`src/rtl/m68k_pkg.sv`:
```
// m68k_pkg: shared FSM states and constants for the 68000 bus target.
package m68k_pkg;
   localparam int SYNC_DEPTH = 2;
   localparam logic [2:0] FC_INTACK = 3'b111;
   typedef enum logic [2:0] {IDLE, STROBE, ACCESS, WAITST, ACK, ABORT} m68k_state_e;
endpackage

```
`src/rtl/m68k_target_if.sv`:
```
// m68k_target_if: 68000 bus pins plus backend memory handshake seen by the target.
interface m68k_target_if #(parameter int WIN_BITS = 16);
   logic [23:1] M68K_A;
   logic [2:0] M68K_FC;
   logic M68K_AS_n, M68K_UDS_n, M68K_LDS_n, M68K_RW;
   logic [15:0] M68K_D_IN, M68K_D_OUT;
   logic M68K_D_OE, M68K_DTACK_n, M68K_BERR_n;
   logic MEM_REQ, MEM_WE, MEM_ACK;
   logic [WIN_BITS-2:0] MEM_ADDR;
   logic [1:0] MEM_BE;
   logic [15:0] MEM_WDATA, MEM_RDATA;
   modport slave (
      input M68K_A, M68K_FC, M68K_AS_n, M68K_UDS_n, M68K_LDS_n, M68K_RW, M68K_D_IN, MEM_RDATA, MEM_ACK,
      output M68K_D_OUT, M68K_D_OE, M68K_DTACK_n, M68K_BERR_n, MEM_REQ, MEM_WE, MEM_ADDR, MEM_BE, MEM_WDATA
   );
   modport master (
      output M68K_A, M68K_FC, M68K_AS_n, M68K_UDS_n, M68K_LDS_n, M68K_RW, M68K_D_IN, MEM_RDATA, MEM_ACK,
      input M68K_D_OUT, M68K_D_OE, M68K_DTACK_n, M68K_BERR_n, MEM_REQ, MEM_WE, MEM_ADDR, MEM_BE, MEM_WDATA
   );
endinterface

```
`src/rtl/m68k_sync2.sv`:
```
// m68k_sync2: strobe synchronizer, resets to the inactive (high) level.
module m68k_sync2
   import m68k_pkg::*;
(
   input  logic clk,
   input  logic rst_n,
   input  logic d,
   output logic q
);
   logic [SYNC_DEPTH-1:0] r;
   always_ff @(posedge clk or negedge rst_n)
      if (!rst_n) r <= '1;
      else r <= {r[SYNC_DEPTH-2:0], d};
   assign q = r[SYNC_DEPTH-1];
endmodule

```
`src/rtl/m68k_target.sv`:
```
// m68k_target: 68000 bus slave bridging a fixed address window to a req/ack backend.
// Define M68K_TARGET_BERR_EN to add the backend timeout that raises BERR.
module m68k_target
   import m68k_pkg::*;
#(
   parameter logic [23:0] BASE_ADDR = 24'h200000,
   parameter int WIN_BITS = 16,
   parameter int WAIT_STATES = 0,
   parameter int BERR_CLKS = 64
) (
   input logic M68K_CLK,
   input logic M68K_RESET_n,
   m68k_target_if.slave bus
);
   logic as_s, uds_s, lds_s, hit, we_q, timeout, berr;
   logic [3:0] wcnt;
   logic [WIN_BITS-2:0] addr_q;
   logic [1:0] be_q;
   logic [15:0] wdata_q, rdata_q;
   m68k_state_e state, nxt;

   m68k_sync2 u_as (.clk(M68K_CLK), .rst_n(M68K_RESET_n), .d(bus.M68K_AS_n), .q(as_s));
   m68k_sync2 u_uds (.clk(M68K_CLK), .rst_n(M68K_RESET_n), .d(bus.M68K_UDS_n), .q(uds_s));
   m68k_sync2 u_lds (.clk(M68K_CLK), .rst_n(M68K_RESET_n), .d(bus.M68K_LDS_n), .q(lds_s));

   assign hit = !as_s && bus.M68K_A[23:WIN_BITS] == BASE_ADDR[23:WIN_BITS] && bus.M68K_FC != FC_INTACK;

   always_ff @(posedge M68K_CLK or negedge M68K_RESET_n)
      if (!M68K_RESET_n) state <= IDLE;
      else state <= nxt;

   // An ack coinciding with the strobe dropping completes nothing and needs no abort.
   always_comb begin
      nxt = state;
      case (state)
         IDLE:    nxt = hit ? STROBE : IDLE;
         STROBE:  nxt = as_s ? IDLE : (!uds_s || !lds_s) ? ACCESS : STROBE;
         ACCESS:  nxt = (as_s && bus.MEM_ACK) ? IDLE : as_s ? ABORT :
                        bus.MEM_ACK ? (WAIT_STATES > 0 ? WAITST : ACK) : timeout ? ACK : ACCESS;
         WAITST:  nxt = wcnt == 4'd0 ? ACK : WAITST;
         ACK:     nxt = as_s ? IDLE : ACK;
         ABORT:   nxt = (bus.MEM_ACK || timeout) ? IDLE : ABORT;
         default: nxt = IDLE;
      endcase
   end

   always_ff @(posedge M68K_CLK or negedge M68K_RESET_n)
      if (!M68K_RESET_n) begin
         addr_q <= '0;
         we_q <= 1'b0;
         be_q <= '0;
         wdata_q <= '0;
         rdata_q <= '0;
         wcnt <= '0;
      end else begin
         if (state == IDLE && hit) begin
            addr_q <= bus.M68K_A[WIN_BITS-1:1];
            we_q <= !bus.M68K_RW;
         end
         if (state == STROBE && nxt == ACCESS) begin
            be_q <= ~{uds_s, lds_s};
            if (we_q) wdata_q <= bus.M68K_D_IN;
         end
         if (state == ACCESS && bus.MEM_ACK && !as_s && !we_q) rdata_q <= bus.MEM_RDATA;
         wcnt <= (state == ACCESS && bus.MEM_ACK) ? 4'(WAIT_STATES > 0 ? WAIT_STATES - 1 : 0) :
                 (state == WAITST && wcnt != 4'd0) ? wcnt - 4'd1 : wcnt;
      end

`ifdef M68K_TARGET_BERR_EN
   logic [15:0] tcnt;
   logic berr_q;
   always_ff @(posedge M68K_CLK or negedge M68K_RESET_n)
      if (!M68K_RESET_n) begin
         tcnt <= '0;
         berr_q <= 1'b0;
      end else begin
         tcnt <= (state == ACCESS || state == ABORT) ? tcnt + 16'd1 : '0;
         berr_q <= (state == ACCESS && nxt == ACK && !bus.MEM_ACK) ? 1'b1 : (state == IDLE) ? 1'b0 : berr_q;
      end
   assign timeout = tcnt == 16'(BERR_CLKS - 1);
   assign berr = berr_q;
`else
   assign timeout = 1'b0;
   assign berr = 1'b0;
`endif

   assign bus.MEM_REQ = state == ACCESS || state == ABORT;
   assign bus.MEM_WE = we_q;
   assign bus.MEM_ADDR = addr_q;
   assign bus.MEM_BE = be_q;
   assign bus.MEM_WDATA = wdata_q;
   assign bus.M68K_D_OUT = rdata_q;
   assign bus.M68K_D_OE = state == ACK && !we_q && !berr;
   assign bus.M68K_DTACK_n = !(state == ACK && !berr);
   assign bus.M68K_BERR_n = !(state == ACK && berr);
endmodule

```
`src/flat_wrapper.sv`:
```
// flat-port wrapper written by rule: the top's interface ports become plain ports
module m68k_target_flat import m68k_pkg::*;
#(
   parameter logic [23:0] BASE_ADDR = 24'h200000,
   parameter int WIN_BITS = 16,
   parameter int WAIT_STATES = 0,
   parameter int BERR_CLKS = 64
)
  (M68K_CLK, M68K_RESET_n, bus_M68K_A, bus_M68K_FC, bus_M68K_AS_n, bus_M68K_UDS_n, bus_M68K_LDS_n, bus_M68K_RW, bus_M68K_D_IN, bus_MEM_RDATA, bus_MEM_ACK, bus_M68K_D_OUT, bus_M68K_D_OE, bus_M68K_DTACK_n, bus_M68K_BERR_n, bus_MEM_REQ, bus_MEM_WE, bus_MEM_ADDR, bus_MEM_BE, bus_MEM_WDATA);
  m68k_target_if #(.WIN_BITS(WIN_BITS)) bus_i ();
  input logic M68K_CLK;
  input logic M68K_RESET_n;
  input wire logic [$bits(bus_i.M68K_A)-1:0] bus_M68K_A;
  input wire logic [$bits(bus_i.M68K_FC)-1:0] bus_M68K_FC;
  input wire logic [$bits(bus_i.M68K_AS_n)-1:0] bus_M68K_AS_n;
  input wire logic [$bits(bus_i.M68K_UDS_n)-1:0] bus_M68K_UDS_n;
  input wire logic [$bits(bus_i.M68K_LDS_n)-1:0] bus_M68K_LDS_n;
  input wire logic [$bits(bus_i.M68K_RW)-1:0] bus_M68K_RW;
  input wire logic [$bits(bus_i.M68K_D_IN)-1:0] bus_M68K_D_IN;
  input wire logic [$bits(bus_i.MEM_RDATA)-1:0] bus_MEM_RDATA;
  input wire logic [$bits(bus_i.MEM_ACK)-1:0] bus_MEM_ACK;
  output wire logic [$bits(bus_i.M68K_D_OUT)-1:0] bus_M68K_D_OUT;
  output wire logic [$bits(bus_i.M68K_D_OE)-1:0] bus_M68K_D_OE;
  output wire logic [$bits(bus_i.M68K_DTACK_n)-1:0] bus_M68K_DTACK_n;
  output wire logic [$bits(bus_i.M68K_BERR_n)-1:0] bus_M68K_BERR_n;
  output wire logic [$bits(bus_i.MEM_REQ)-1:0] bus_MEM_REQ;
  output wire logic [$bits(bus_i.MEM_WE)-1:0] bus_MEM_WE;
  output wire logic [$bits(bus_i.MEM_ADDR)-1:0] bus_MEM_ADDR;
  output wire logic [$bits(bus_i.MEM_BE)-1:0] bus_MEM_BE;
  output wire logic [$bits(bus_i.MEM_WDATA)-1:0] bus_MEM_WDATA;
  assign bus_i.M68K_A = bus_M68K_A;
  assign bus_i.M68K_FC = bus_M68K_FC;
  assign bus_i.M68K_AS_n = bus_M68K_AS_n;
  assign bus_i.M68K_UDS_n = bus_M68K_UDS_n;
  assign bus_i.M68K_LDS_n = bus_M68K_LDS_n;
  assign bus_i.M68K_RW = bus_M68K_RW;
  assign bus_i.M68K_D_IN = bus_M68K_D_IN;
  assign bus_i.MEM_RDATA = bus_MEM_RDATA;
  assign bus_i.MEM_ACK = bus_MEM_ACK;
  assign bus_M68K_D_OUT = bus_i.M68K_D_OUT;
  assign bus_M68K_D_OE = bus_i.M68K_D_OE;
  assign bus_M68K_DTACK_n = bus_i.M68K_DTACK_n;
  assign bus_M68K_BERR_n = bus_i.M68K_BERR_n;
  assign bus_MEM_REQ = bus_i.MEM_REQ;
  assign bus_MEM_WE = bus_i.MEM_WE;
  assign bus_MEM_ADDR = bus_i.MEM_ADDR;
  assign bus_MEM_BE = bus_i.MEM_BE;
  assign bus_MEM_WDATA = bus_i.MEM_WDATA;
  m68k_target #(.BASE_ADDR(BASE_ADDR), .WIN_BITS(WIN_BITS), .WAIT_STATES(WAIT_STATES), .BERR_CLKS(BERR_CLKS)) u_core (.M68K_CLK(M68K_CLK), .M68K_RESET_n(M68K_RESET_n), .bus(bus_i));
endmodule
```
`config.mk`:
```
export PLATFORM = sky130hd
export DESIGN_NAME = m68k_target_flat
export DESIGN_NICKNAME = d
export VERILOG_FILES = /design/src/rtl/m68k_pkg.sv /design/src/rtl/m68k_target_if.sv /design/src/rtl/m68k_sync2.sv /design/src/rtl/m68k_target.sv /design/src/flat_wrapper.sv
export SDC_FILE = /design/constraint.sdc
export NUM_CORES = 1
export LEC_CHECK = 0
export ABC_AREA = 1
export BUFFER_PORTS_ARGS = -buffer_cell sky130_fd_sc_hd__buf_4
export CAP_MARGIN = 20
export CORE_UTILIZATION = 45
export DETAILED_ROUTE_END_ITERATION = 7
export GPL_TIMING_DRIVEN = 0
export PLACE_DENSITY = 0.87
export REMOVE_ABC_BUFFERS = 1
export SYNTH_ARGS = -nofsm -noshare
export SYNTH_HDL_FRONTEND = slang
export SYNTH_SLANG_ARGS = --single-unit
export TNS_END_PERCENT = 10
```
`constraint.sdc`:
```
create_clock -name M68K_CLK -period 1.3 [get_ports M68K_CLK]
set_input_delay 0.195 -clock M68K_CLK [delete_from_list [all_inputs] [get_ports M68K_CLK]]
set_output_delay 0.195 -clock M68K_CLK [all_outputs]
set_load 0.05 [all_outputs]
```
After elaboration in Yosys (flattened, before gate mapping)
Index checks and enable logic that the tools add are counted.

Output and inout port bits: 54. Bits in registers: 63. Logic and storage cells: 55. Bits of input ports: 65.

Reduce and logical (&&, ||, !) cells: 23. Bitwise logic cells: 1. Equality and inequality tests: 8. Add/subtract/negate cells: 1. Mux-type cells: 12.

Operators by type and width (count): $mux W3 (7); $pmux W3 S6 (1); $logic_and A1 B1 Y1 (10); $eq A3 B2 Y1 const B (3); $eq A8 B6 Y1 const B (1); $mux W4 (2); $eq A3 B3 Y1 const B (2); $logic_not A1 Y1 (6); $logic_not A4 Y1 (1); $reduce_bool A4 Y1 (1); $sub A4 B1 Y4 const B (1); $eq A3 B1 Y1 const B (1); $logic_not A3 Y1 (1); $ne A3 B3 Y1 const B (1); $logic_or A1 B1 Y1 (2); $mux W2 (1); $not A2 Y2 (1); $reduce_and A2 Y1 (1); $reduce_bool A2 Y1 (1); $mux W1 (1).

Logic depth before layout (Yosys ltp)
Gate-level depths: netlist of run 1.

Depth in word-level cells: 8. Mapped depth: 8. Mapped depth without buffers: 7.

Cells and area by module
A second synthesis of run 1 with hierarchy kept.

Cells, all modules: 303. Area, all modules: 2720.1 µm².

By module, submodules not included: m68k_target (sequential area each 1426.4 µm², times used 1, area each 2562.5 µm², cells an instance 297); m68k_sync2 (sequential area each 52.6 µm², times used 3, area each 52.6 µm², cells an instance 2).

Least setup slack after synthesis of run 1
OpenSTA, ideal clock, no wires.

Kind: register to output. Start: register u_core.we_q (netlist: u_core.bus.MEM_WE). End: output port bus_M68K_D_OE. Data required time: 1.105 ns. Setup slack: -0.591 ns. Arrival time: 1.696 ns. Stages on the path, launching flop included: 4. Path buffers: 2. Path through: dfrtp_1 -> clkbuf_1 -> buf_2 -> nor2_1.

Longest elaborated chain between the ends: 2.

Ends and longest elaborated chain: from (decl) (line m68k_target.sv:15) `logic as_s, uds_s, lds_s, hit, we_q, timeout, berr;`; from (signal assigned) (line m68k_target.sv:58) `we_q <= !bus.M68K_RW;`; $logic_not A1 Y1 (line m68k_target.sv:93) `assign bus.M68K_D_OE = state == ACK && !we_q && !berr;`; $logic_and A1 B1 Y1 (line m68k_target.sv:93); to (decl) (line flat_wrapper.sv:23) `output wire logic [$bits(bus_i.M68K_D_OE)-1:0] bus_M68K_D_OE;`.

No other way between the ends.

Worst setup path in the final report of run 1
Start: register u_core.state[1]. End: output port bus_MEM_REQ.

Longest elaborated chain between the ends: 2. Elaborated cells between the ends (all ways): 3. Classes of those cells: 2 x eq/ne; 1 x reduce/logical.

Ends and longest elaborated chain: from (decl) (line m68k_target.sv:20) `m68k_state_e state, nxt;`; from (signal assigned) (line m68k_target.sv:30) `else state <= nxt;`; $eq A3 B2 Y1 / $eq A3 B3 Y1 (equally long branches) (line m68k_target.sv:87) `assign bus.MEM_REQ = state == ACCESS || state == ABORT;`; $logic_or A1 B1 Y1 * (line m68k_target.sv:87); to (decl) (line flat_wrapper.sv:26) `output wire logic [$bits(bus_i.MEM_REQ)-1:0] bus_MEM_REQ;`.

Every way passes the cells marked *; elsewhere a longest branch is shown, timed or not.

==> summary.txt, run 1 <==
======================================================================================
Slack of the worst reg-to-reg path                                            -0.07 ns
Slew Viols, Final                                                                    0
Worst Hold Endpoint                                                       u_core.bus.M68K_D_OUT[8]$_DFFE_PN0P_
Leakage power                                                                  2.17 nW
Number of H-tree levels                                                              3
TritonCTS clock tree                                                             built
Total wire length after detailed routing                                  6700 microns
Top post-synthesis cells by area                                          sky130_fd_sc_hd__dfrtp_1 52%, sky130_fd_sc_hd__nand2_1 17%, sky130_fd_sc_hd__nand3_1 11%
Library cell contributing the largest single delay on the critical path   sky130_fd_sc_hd__dfrtp_2
Total number of nets in the final design                                           500
Worst-case hold slack                                                        0.0858 ns
Slew at the pin closest to its max-slew limit                                 0.774 ns
Bufs and invs on worst path                                                          2
Critical path capture point type                                            output pin
Post-Layout Cell Count                                                             509
Drt drc                                                                              0
Status                                                                    finished, violations left
Detail-routed net length per standard cell                                13.2 microns
Clock tree buffer depth                                                              2
Crit path launch type                                                        flip-flop
Initial Utilization                                                              47.9%
Slack of the critical path                                                   -0.178 ns
Largest area contributor in the netlist                                   sky130_fd_sc_hd__dfrtp_1
Count of standard-cell rows                                                         27
Ant diodes                                                                           0
List of most frequent post-synthesis cells                                120 x sky130_fd_sc_hd__nand2_1, 61 x sky130_fd_sc_hd__nand3_1, 57 x sky130_fd_sc_hd__dfrtp_1
Synthesized area                                                            2720 sq um
Fraction of layout instances using a drive strength above 1                      38.9%
Gate count after technology mapping                                                306
Inst Count DP                                                                      483
Multi-input combinational cell area                                         1080 sq um
Max Fanout on Critical Path                                                          4
Most repeated cell in the gate-level netlist after synthesis              sky130_fd_sc_hd__nand2_1
Synth cell types                                                                    24
Final estimated routing congestion in global placement                           0.788
Final ANT Viol Nets                                                                  0
Die H                                                                     79.7 microns
Setup-violating endpoint count in the final report                                  28
Horizontal die dimension                                                  79.7 microns
Maximum frequency from static timing analysis                                  677 MHz
Average cell area after synthesis                                           8.89 sq um
Top-area cell type share of the netlist area                                     52.5%
Number of synthesis warnings                                                         0
Total clock buffers created by CTS                                                   9
Post-route clock period utilization                                               114%
Worst path max stage delay                                                     0.45 ns
Vias per cell                                                                     4.93
Number of antenna violations at the first check in global routing                    0
Max-cap check violation count                                                        0
Fraction of the yosys area taken by sequential cells                             58.3%
Later-pin clock latency in the skew report                                     0.33 ns
HPWL Detailed                                                             4530 microns
Worst flop-to-flop path startpoint                                        u_core.state[2]$_DFF_PN0_
Worst path cell trace                                                     inv_1 > nand3_1 > nand2_1 > buf_6
Async set-or-reset flop fraction in the synthesized netlist                       100%
Via Count                                                                        2,511
Clock sink total                                                                    63
IO Pins                                                                            119
Clock Tree Root                                                           sky130_fd_sc_hd__clkbuf_8
RR Endpoint                                                               u_core.bus.MEM_ADDR[5]$_DFFE_PN0P_
Violations in the final reports                                           negative setup slack
Remaining Overflow, GRT                                                              0
Worst min path class                                                            in2reg
Rel. slew slack                                                                  48.4%
Area occupied by registers                                                  1590 sq um
Port Buffer Count                                                                  117
Filler Cell Count                                                                  463
Core Box Area                                                               5680 sq um
Final hold violations                                                                0
Count of TritonRoute iterations in the first routing pass                            4
Post-route minimum period                                                      1.48 ns
Via count of the first global-routing pass                                       2,527
Synthesis-to-layout area growth                                                  46.4%
P per Cell Area                                                           1000 nW/um^2
Highest ir drop seen on vdd                                                   0.576 mV
Count of flip-flops with a built-in enable after synthesis                           0
Flip-flop cell with the highest count after synthesis                     sky130_fd_sc_hd__dfrtp_1
Required time at the worst-slack endpoint                                      1.11 ns
Clock-pin slew on the worst setup and hold paths                               0.07 ns
Overall routing resource usage                                                   22.9%
Worst setup path class                                                         reg2out
Kind of cell adding the most delay to the critical path                     flip-flops
RSZ-0062 raised after global routing                                              true
Worst hold path stage count                                                          3
Maximum number of pins on one net before global-route repair                        64
Worst Skew                                                                  0.00612 ns
Number of flip-flops and latches in the synthesized netlist                         63
Wire length of the first global-routing pass                              11,000 microns
Depth of the most critical reg-to-reg path                                           6
Arrival time of the worst setup path                                           1.28 ns
Die Outline Area                                                            6360 sq um
Worst Min Path Start                                                      bus_MEM_RDATA[8]
Iter 0 DRT Violations                                                              105
======================================================================================
==> cells in the final DEF, fill, tap and decap left out <==
cell / count
sky130_fd_sc_hd__buf_4: 117
sky130_fd_sc_hd__nand2_1: 116
sky130_fd_sc_hd__nand3_1: 60
sky130_fd_sc_hd__dfrtp_1: 53
sky130_fd_sc_hd__nor2_1: 13
sky130_fd_sc_hd__clkbuf_8: 11
sky130_fd_sc_hd__inv_1: 10
sky130_fd_sc_hd__nor2_4: 6
sky130_fd_sc_hd__dfstp_2: 6
sky130_fd_sc_hd__inv_2: 4
sky130_fd_sc_hd__nand2_2: 4
sky130_fd_sc_hd__dlygate4sd3_1: 4
sky130_fd_sc_hd__nand2_4: 3
sky130_fd_sc_hd__buf_6: 3
sky130_fd_sc_hd__dfrtp_2: 3
sky130_fd_sc_hd__nor2_2: 2
sky130_fd_sc_hd__nand3_2: 2
sky130_fd_sc_hd__o21a_1: 2
sky130_fd_sc_hd__ha_1: 2
sky130_fd_sc_hd__clkbuf_1: 2
sky130_fd_sc_hd__clkinv_2: 2
sky130_fd_sc_hd__buf_12: 2
sky130_fd_sc_hd__nand4_1: 1
sky130_fd_sc_hd__nor2_8: 1
sky130_fd_sc_hd__nand2_8: 1
sky130_fd_sc_hd__a21oi_1: 1
sky130_fd_sc_hd__xor2_1: 1
sky130_fd_sc_hd__or2_0: 1
sky130_fd_sc_hd__ha_4: 1
sky130_fd_sc_hd__conb_1: 1
sky130_fd_sc_hd__clkinvlp_4: 1
sky130_fd_sc_hd__dfrtp_4: 1
==> power by group <==
group / switching [W] / leakage (nW) / internal, W
registers: 0.0000352 / 0.756 / 0.00201
clock network: 0.000708 / 0.0894 / 0.000791
logic: 0.000252 / 1.32 / 0.000200
total: 0.000996 / 2.17 / 0.00300
==> tightest hold or removal path: cells and delay by family <==
kind / cells / cell delay (ns)
simple gates: 2 / 0.12
buf+inv: 1 / 0.07
==> sequential cells by signal, indices dropped and copies added, names as in the netlist <==
| signal | flops |
|---|---|
| u_core.bus.M68K_D_OUT | 16 |
| u_core.bus.MEM_WDATA | 16 |
| u_core.bus.MEM_ADDR | 15 |
| u_core.wcnt | 4 |
| u_core.state | 3 |
| u_core.bus.MEM_BE | 2 |
| u_core.u_as.r | 2 |
| u_core.u_lds.r | 2 |
| u_core.u_uds.r | 2 |
| u_core.bus.MEM_WE | 1 |
==> final cells by class <==
| type | count | share of cell area, % |
|---|---|---|
| repair buffers | 126 | 24.9 |
| well taps | 72 | 2.26 |
| clock buffers | 13 | 3.99 |
| inverters | 14 | 1.32 |
| flip-flops and latches | 63 | 40.0 |
| clock inverters | 3 | 0.440 |
| multi-input cells | 218 | 27.1 |
==> routing by layer <==
| layer | up-vias | share of wire, % | GRT usage (%) |
|---|---|---|---|
| met3 | 14 | 6.7 | 5.83 |
| met2 | 99 | 52 | 41.2 |
| met5 | - | 0 | 0 |
| met4 | 0 | 2.0 | 9.82 |
| li1 | 1222 | - | - |
| met1 | 1176 | 39 | 25.4 |
==> through the flow <==
| stage | total power, W | area [sq um] | TNS [ns] | worst slack (ns) | util, % |
|---|---|---|---|---|---|
| 6_report | 0.00400 | 3980 | -1.52 | -0.178 | 70.1 |
| 5_1_grt | 0.00417 | 3980 | -4.77 | -0.233 | 70.1 |
| 4_1_cts | 0.00404 | 3950 | -3.98 | -0.191 | 69.6 |
| 3_5_place_dp | 0.00251 | 3610 | -23.92 | -0.724 | 63.5 |
| 3_3_place_gp | 0.00250 | 3610 | -21.89 | -0.648 | 63.5 |
| 2_1_floorplan | 0.00225 | 2640 | -12.14 | -0.548 | - |
==> cell families (layout without fill, tap and decap cells) <==
family / count (synthesis) / after routing / share of synthesized area (%)
simple gates: 209 / 210 / 34.2
flops: 63 / 63 / 58.3
buf+inv: 26 / 156 / 4.92
fa+ha+maj: 3 / 3 / 1.38
compound gates: 3 / 3 / 0.736
other cells: 1 / 1 / 0.138
xor+xnor: 1 / 1 / 0.322
==> how the worst max path moves through the flow <==
stage	startpoint	to	slack [ns]	depth (start not counted)
floorplan	u_core.state[1]$_DFF_PN0_	bus_M68K_D_OE	-0.55	3
global placement	u_core.state[1]$_DFF_PN0_	u_core.bus.MEM_WDATA[14]$_DFFE_PN0P_	-0.65	6
detailed placement	u_core.state[1]$_DFF_PN0_	u_core.bus.MEM_WDATA[8]$_DFFE_PN0P_	-0.72	6
CTS	u_core.state[0]$_DFF_PN0_	bus_MEM_REQ	-0.19	4
global route	u_core.state[0]$_DFF_PN0_	bus_M68K_D_OE	-0.23	4
finish	u_core.state[1]$_DFF_PN0_	bus_MEM_REQ	-0.18	4
==> repair_timing <==
| item | in CTS | in global routing |
|---|---|---|
| hold buffers | 4 | 0 |
| endpoints found under the setup margin | 60 | 60 |
| hold endpoints to repair | 60 | 0 |
| buffers inserted | 5 | 0 |
| pin swaps | 4 | 4 |
| gates resized for setup | 16 | 10 |
| cloned | 1 | 0 |
(Power assumes the default switching activity.)
==> run 2: changes to the inputs <==
--- a/config.mk
+++ b/config.mk
@@ -9,8 +9,10 @@
 export BUFFER_PORTS_ARGS = -buffer_cell sky130_fd_sc_hd__buf_4
 export CAP_MARGIN = 20
 export CORE_UTILIZATION = 45
+export CTS_BUF_LIST = sky130_fd_sc_hd__clkbuf_2 sky130_fd_sc_hd__clkbuf_4 sky130_fd_sc_hd__clkbuf_8
 export DETAILED_ROUTE_END_ITERATION = 7
 export GPL_TIMING_DRIVEN = 0
+export HOLD_SLACK_MARGIN = 0.1
 export PLACE_DENSITY = 0.87
 export REMOVE_ABC_BUFFERS = 1
 export SYNTH_ARGS = -nofsm -noshare
==> run 2 against run 1 <==
  * The run still ends with negative setup slack left
  * Highest routed layer unchanged
  * Hold slack better by 0.027 ns
  * Critical path type unchanged
  * Non-clock buffer count is 38 higher
  * Sequential share of layout area is 3.7 points lower
  * Largest cell class unchanged
  * First-iteration DRC count is 61% higher
==> summary.txt, run 2 (synthesis gave the netlist of run 1 again) <==
================================================================================
Slew Viols, Final                                                              0
Final sum of negative setup slack                                       -1.82 ns
HPWL Detailed                                                       4530 microns
Switching power summed over all nets                                   0.00105 W
Setup-violating endpoint count in the final report                            31
Number of H-tree levels                                                        3
Die H                                                               79.7 microns
Post-route clock period utilization                                         115%
Worst Skew                                                            0.00477 ns
P per Cell Area                                                      950 nW/um^2
Final estimated routing congestion in global placement                     0.788
TritonCTS clock tree                                                       built
Via Count                                                                  2,749
Worst setup path class                                                   reg2out
Overall routing resource usage                                             26.6%
Later-pin clock latency in the skew report                               0.34 ns
Maximum frequency from static timing analysis                            669 MHz
Ant diodes                                                                     0
Detail-routed net length per standard cell                          14.6 microns
Fraction of layout instances using a drive strength above 1                36.6%
Rel. slew slack                                                            48.7%
Highest ir drop seen on vdd                                             0.681 mV
Count of standard-cell rows                                                   27
Leakage power                                                            2.34 nW
Max Fanout on Critical Path                                                    4
Die Outline Area                                                      6360 sq um
Initial Utilization                                                        47.9%
Commonest non-fill, non-tap cell in the layout                      sky130_fd_sc_hd__buf_4
Commonest non-fill, non-tap cells in the layout                     118 x sky130_fd_sc_hd__buf_4, 115 x sky130_fd_sc_hd__nand2_1, 60 x sky130_fd_sc_hd__nand3_1
Synthesis-to-layout area growth                                            61.3%
Post-Layout Cell Count                                                       547
Final hold violations                                                          0
Status                                                              finished, violations left
Post-route minimum period                                                1.49 ns
Count of TritonRoute iterations in the first routing pass                      4
Via count of the first global-routing pass                                 2,762
Violations in the final reports                                     negative setup slack
Clk network pwr share                                                      37.4%
Register share of total power                                              49.2%
Clock sink total                                                              63
Vias per cell                                                               5.03
Total wire length after detailed routing                            8000 microns
Total number of nets in the final design                                     538
Maximum number of pins on one net before global-route repair                  64
Arrival time of the worst setup path                                     1.30 ns
Combinational cell fraction of total power                                 13.4%
Horizontal die dimension                                            79.7 microns
Clock-pin slew on the worst setup and hold paths                         0.06 ns
Max-cap check violation count                                                  0
Wire length of the first global-routing pass                        12,700 microns
Final ANT Viol Nets                                                            0
Core Box Area                                                         5680 sq um
Iter 0 DRT Violations                                                        169
Port Buffer Count                                                            117
Remaining Overflow, GRT                                                        0
IO Pins                                                                      119
Slew at the pin closest to its max-slew limit                           0.769 ns
Crit path launch type                                                  flip-flop
Required time at the worst-slack endpoint                                1.11 ns
Number of antenna violations at the first check in global routing              0
Sw frac                                                                    25.1%
Drt drc                                                                        0
Critical path capture point type                                      output pin
Slack of the critical path                                             -0.194 ns
Total clock buffers created by CTS                                             9
Internal power                                                         0.00312 W
Clock Tree Root                                                     sky130_fd_sc_hd__clkbuf_8
Worst min path class                                                      in2reg
Clock tree buffer depth                                                        2
Inst Count DP                                                                483
RSZ-0062 raised after global routing                                        true
================================================================================
==> run 2: cell types whose count changed in the layout (fill, tap and decap cells not counted), sizes merged <==
cell	change
dlygate4sd3	+38
==> run 2: worst paths after layout <==
path / startpoint / endpoint / slack (ns) / cells past startpoint
hold / removal: bus_M68K_D_IN[15] / u_core.bus.MEM_WDATA[15]$_DFFE_PN0P_ / 0.11 / 3
min in group asynchronous: M68K_RESET_n / u_core.wcnt[2]$_DFFE_PN0P_ / 0.49 / 2
setup / recovery: u_core.state[1]$_DFF_PN0_ / bus_MEM_REQ / -0.19 / 4
max in group asynchronous: M68K_RESET_n / u_core.bus.MEM_WE$_DFFE_PN0P_ / 0.25 / 2
hold reg to reg: u_core.u_lds.r[0]$_DFF_PN1_ / u_core.u_lds.r[1]$_DFF_PN1_ / 0.36 / 0
setup reg to reg: u_core.state[2]$_DFF_PN0_ / u_core.bus.MEM_ADDR[5]$_DFFE_PN0P_ / -0.08 / 6
==> run 2: final cells by class <==
type / count / area [sq um]
flip-flops and latches: 63 / 1590
repair buffers: 164 / 1370
fillers: 402 / 1290
multi-input cells: 218 / 1090
clock buffers: 13 / 166
well taps: 72 / 90.1
inverters: 14 / 52.6
clock inverters: 3 / 17.5
==> run 2: power by group through the flow <==
| stage | Clock (W) | Combinational (W) | Sequential [W] |
|---|---|---|---|
| 2_1_floorplan | 0 | 0.0000721 | 0.00218 |
| 3_3_place_gp | 0 | 0.000423 | 0.00208 |
| 3_5_place_dp | 0 | 0.000432 | 0.00208 |
| 4_1_cts | 0.00159 | 0.000534 | 0.00205 |
| 5_1_grt | 0.00169 | 0.000597 | 0.00205 |
| 6_report | 0.00156 | 0.000558 | 0.00205 |
==> run 2: critical path, cell delays in order (launching register included) <==
cell                      delay (ns)
sky130_fd_sc_hd__dfrtp_2        0.44
sky130_fd_sc_hd__inv_1          0.11
sky130_fd_sc_hd__nand3_1        0.14
sky130_fd_sc_hd__nand2_2        0.12
sky130_fd_sc_hd__buf_8          0.15
==> run 2: metrics by stage <==
stage	utilization (%)	worst slack [ns]	instance area, sq um	power (W)	hold slack [ns]
3_3_place_gp	63.5	-0.648	3610	0.00250	0.304
6_report	77.3	-0.194	4390	0.00416	0.112
5_1_grt	77.3	-0.269	4390	0.00433	0.107
3_5_place_dp	63.5	-0.724	3610	0.00251	0.305
4_1_cts	75.7	-0.190	4300	0.00417	0.100
2_1_floorplan	-	-0.548	2640	0.00225	-0.101
==> run 2: routing by layer <==
metal  GRT usage [%]  vias up  wire (microns)
met3            6.17       28             496
met1            28.2     1298            2990
met2            49.2      126            4270
met5               0        -               0
li1                -     1297               -
met4            12.9        0             244
==> run 2: timing repair <==
item / 4_1_cts / 5_1_grt
cloned: 1 / 0
setup buffers: 4 / 1
setup endpoints to repair: 60 / 60
hold endpoints to repair: 96 / 2
gates resized for setup: 18 / 12
hold buffers: 40 / 2
pin swaps: 3 / 7
==> run 3: changes to the inputs <==
--- a/config.mk
+++ b/config.mk
@@ -8,6 +8,7 @@
 export ABC_AREA = 1
 export BUFFER_PORTS_ARGS = -buffer_cell sky130_fd_sc_hd__buf_4
 export CAP_MARGIN = 20
+export CORE_MARGIN = 5
 export CORE_UTILIZATION = 45
 export CTS_BUF_LIST = sky130_fd_sc_hd__clkbuf_2 sky130_fd_sc_hd__clkbuf_4 sky130_fd_sc_hd__clkbuf_8
 export DETAILED_ROUTE_END_ITERATION = 7
==> run 3 against run 2 <==
  * The run still ends with negative setup slack left
  * Count of clock-buffer cells in the layout is the same
  * Final cell count rose by 2.0%
  * Via count is 1.3% lower
  * Register-to-register slack worse by 0.02 ns
  * Non-clock buffer count is 7 higher
  * First-iteration DRC count is 17% lower
  * Global-route usage shrank 5.3 points
  * Total power up 3.6%
  * Sequential cell count unchanged
  * Fmax grew 2.0%
  * Sequential share of layout area decreased by 0.83 points
==> summary.txt, run 3 (synthesis gave the netlist of run 1 again) <==
======================================================================================
Violations in the final reports                                           negative setup slack
Total wire length after detailed routing                                  8000 microns
Horizontal die dimension                                                  87.7 microns
Detail-routed net length per standard cell                                14.3 microns
Number of H-tree levels                                                              3
IO Pins                                                                            119
Post-route clock period utilization                                               113%
Clock-pin slew on the worst setup and hold paths                               0.07 ns
Highest ir drop seen on vdd                                                   0.817 mV
Vias per cell                                                                     4.86
Ant diodes                                                                           0
Final estimated routing congestion in global placement                           0.769
Count of standard-cell rows                                                         28
Maximum number of pins on one net before global-route repair                        64
Die H                                                                     87.7 microns
Worst path cell trace                                                     nor2_4 > nand2_2 > nor2_4 > buf_8
Leakage power                                                                  2.37 nW
Clock tree buffer depth                                                              2
Drt drc                                                                              0
Setup-violating endpoint count in the final report                                  33
Number of antenna violations at the first check in global routing                    0
Commonest non-fill, non-tap cell in the layout                            sky130_fd_sc_hd__buf_4
Rel. slew slack                                                                  47.5%
Count of TritonRoute iterations in the first routing pass                            7
Slack of the critical path                                                   -0.165 ns
Wire length of the first global-routing pass                              12,800 microns
Max-cap check violation count                                                        0
Slew Viols, Final                                                                    0
Final ANT Viol Nets                                                                  0
Overall routing resource usage                                                   21.4%
Maximum frequency from static timing analysis                                  683 MHz
Die Outline Area                                                            7700 sq um
Worst path max stage delay                                                     0.45 ns
Commonest non-fill, non-tap cells in the layout                           123 x sky130_fd_sc_hd__buf_4, 114 x sky130_fd_sc_hd__nand2_1, 60 x sky130_fd_sc_hd__nand3_1
Worst setup path class                                                         reg2out
Instance area at placement                                                  3610 sq um
Port Buffer Count                                                                  117
HPWL Detailed                                                             4740 microns
Via Count                                                                        2,714
Clock sink total                                                                    63
Bufs and invs on worst path                                                          1
Core Box Area                                                               5890 sq um
Later-pin clock latency in the skew report                                     0.33 ns
TritonCTS clock tree                                                             built
Required time at the worst-slack endpoint                                      1.11 ns
Clock Tree Root                                                           sky130_fd_sc_hd__clkbuf_8
Arrival time of the worst setup path                                           1.27 ns
Kind of cell adding the most delay to the critical path                     flip-flops
Remaining Overflow, GRT                                                              0
RSZ-0062 raised after global routing                                              true
Crit path launch type                                                        flip-flop
Worst Skew                                                                   0.0127 ns
Slew at the pin closest to its max-slew limit                                 0.788 ns
Synthesis-to-layout area growth                                                  65.1%
P per Cell Area                                                            962 nW/um^2
Worst min path class                                                            in2reg
Design Power                                                                 0.00432 W
Layout Utilization                                                               76.3%
Via count of the first global-routing pass                                       2,705
Status                                                                    finished, violations left
Critical path capture point type                                            output pin
Total number of nets in the final design                                           546
Initial Utilization                                                              46.2%
Post-route minimum period                                                      1.46 ns
Post-route standard cell area excluding fillers                             4490 sq um
Library cell contributing the largest single delay on the critical path   sky130_fd_sc_hd__dfrtp_2
Filler Cell Count                                                                  406
Final hold violations                                                                0
Worst-case hold slack                                                        0.0977 ns
Area occupied by registers                                                  1590 sq um
Total clock buffers created by CTS                                                   9
Most repeated library cell on the critical path                           sky130_fd_sc_hd__nor2_4
Multi-input combinational cell area                                         1120 sq um
Final sum of negative setup slack                                             -1.96 ns
Max Fanout on Critical Path                                                          5
Iter 0 DRT Violations                                                              140
Fraction of layout instances using a drive strength above 1                      37.9%
======================================================================================
run 3: cell count changes in the layout (fill, tap and decap cells not counted), sizes merged:
cell	change
bufinv	+1
nand2	+1
dlygate4sd3	-3
clkinv	-1
buf	+10
run 3: layout make-up:
type	instances	share of cell area (%)
clock buffers	13	3.57
repair buffers	171	31.8
clock inverters	3	0.948
multi-input cells	219	25.0
inverters	14	1.17
flip-flops and latches	63	35.5
well taps	75	2.09
run 3: where the power goes:
| part | switching, W | internal, W | total (W) |
|---|---|---|---|
| sequential | 0.0000342 | 0.00201 | 0.00204 |
| combinational | 0.000285 | 0.000276 | 0.000561 |
| clock | 0.000711 | 0.00100 | 0.00171 |
| total | 0.00103 | 0.00329 | 0.00432 |
run 3: worst reg2reg max path, stage by stage (launching register included):
cell and delay, ns:
sky130_fd_sc_hd__dfrtp_2 0.45, sky130_fd_sc_hd__nor2_4 0.14, sky130_fd_sc_hd__nand2_2 0.09, sky130_fd_sc_hd__nor2_8 0.29
sky130_fd_sc_hd__nand2_8 0.15, sky130_fd_sc_hd__nand2_1 0.11, sky130_fd_sc_hd__nand2_1 0.06
run 3: metal layers:
layer	up-vias	track usage, %	wire [microns]
li1	1317	-	-
met1	1284	26.9	3170
met2	103	35.5	4120
met3	10	5.74	622
met4	0	7.39	97
met5	-	0	0
run 3: final timing paths:
check                                       startpoint                                    to  slack (ns)  cells past startpoint
min                                  bus_M68K_D_IN[10]  u_core.bus.MEM_WDATA[10]$_DFFE_PN0P_         0.1                      3
max reg2reg                  u_core.state[0]$_DFF_PN0_   u_core.bus.MEM_ADDR[10]$_DFFE_PN0P_       -0.10                      6
min in group asynchronous                 M68K_RESET_n   u_core.bus.MEM_WDATA[5]$_DFFE_PN0P_        0.48                      2
max                          u_core.state[0]$_DFF_PN0_                         bus_M68K_D_OE       -0.16                      4
max in group asynchronous                 M68K_RESET_n         u_core.bus.MEM_WE$_DFFE_PN0P_        0.20                      2
min reg2reg                u_core.u_uds.r[0]$_DFF_PN1_           u_core.u_uds.r[1]$_DFF_PN1_        0.35                      0
run 3: repair_timing:
item | in CTS | in global routing
hold endpoints to repair | 93 | 2
cloned | 1 | 2
setup buffers | 5 | 9
pin swaps | 5 | 3
setup endpoints to repair | 60 | 61
resized for setup | 17 | 19
hold buffers | 37 | 2
run 3: metrics by stage:
stage	std cells	worst slack [ns]
3_5_place_dp	486	-0.752
2_1_floorplan	294	-0.548
3_3_place_gp	486	-0.691
5_1_grt	558	-0.218
4_1_cts	545	-0.178
6_report	558	-0.165
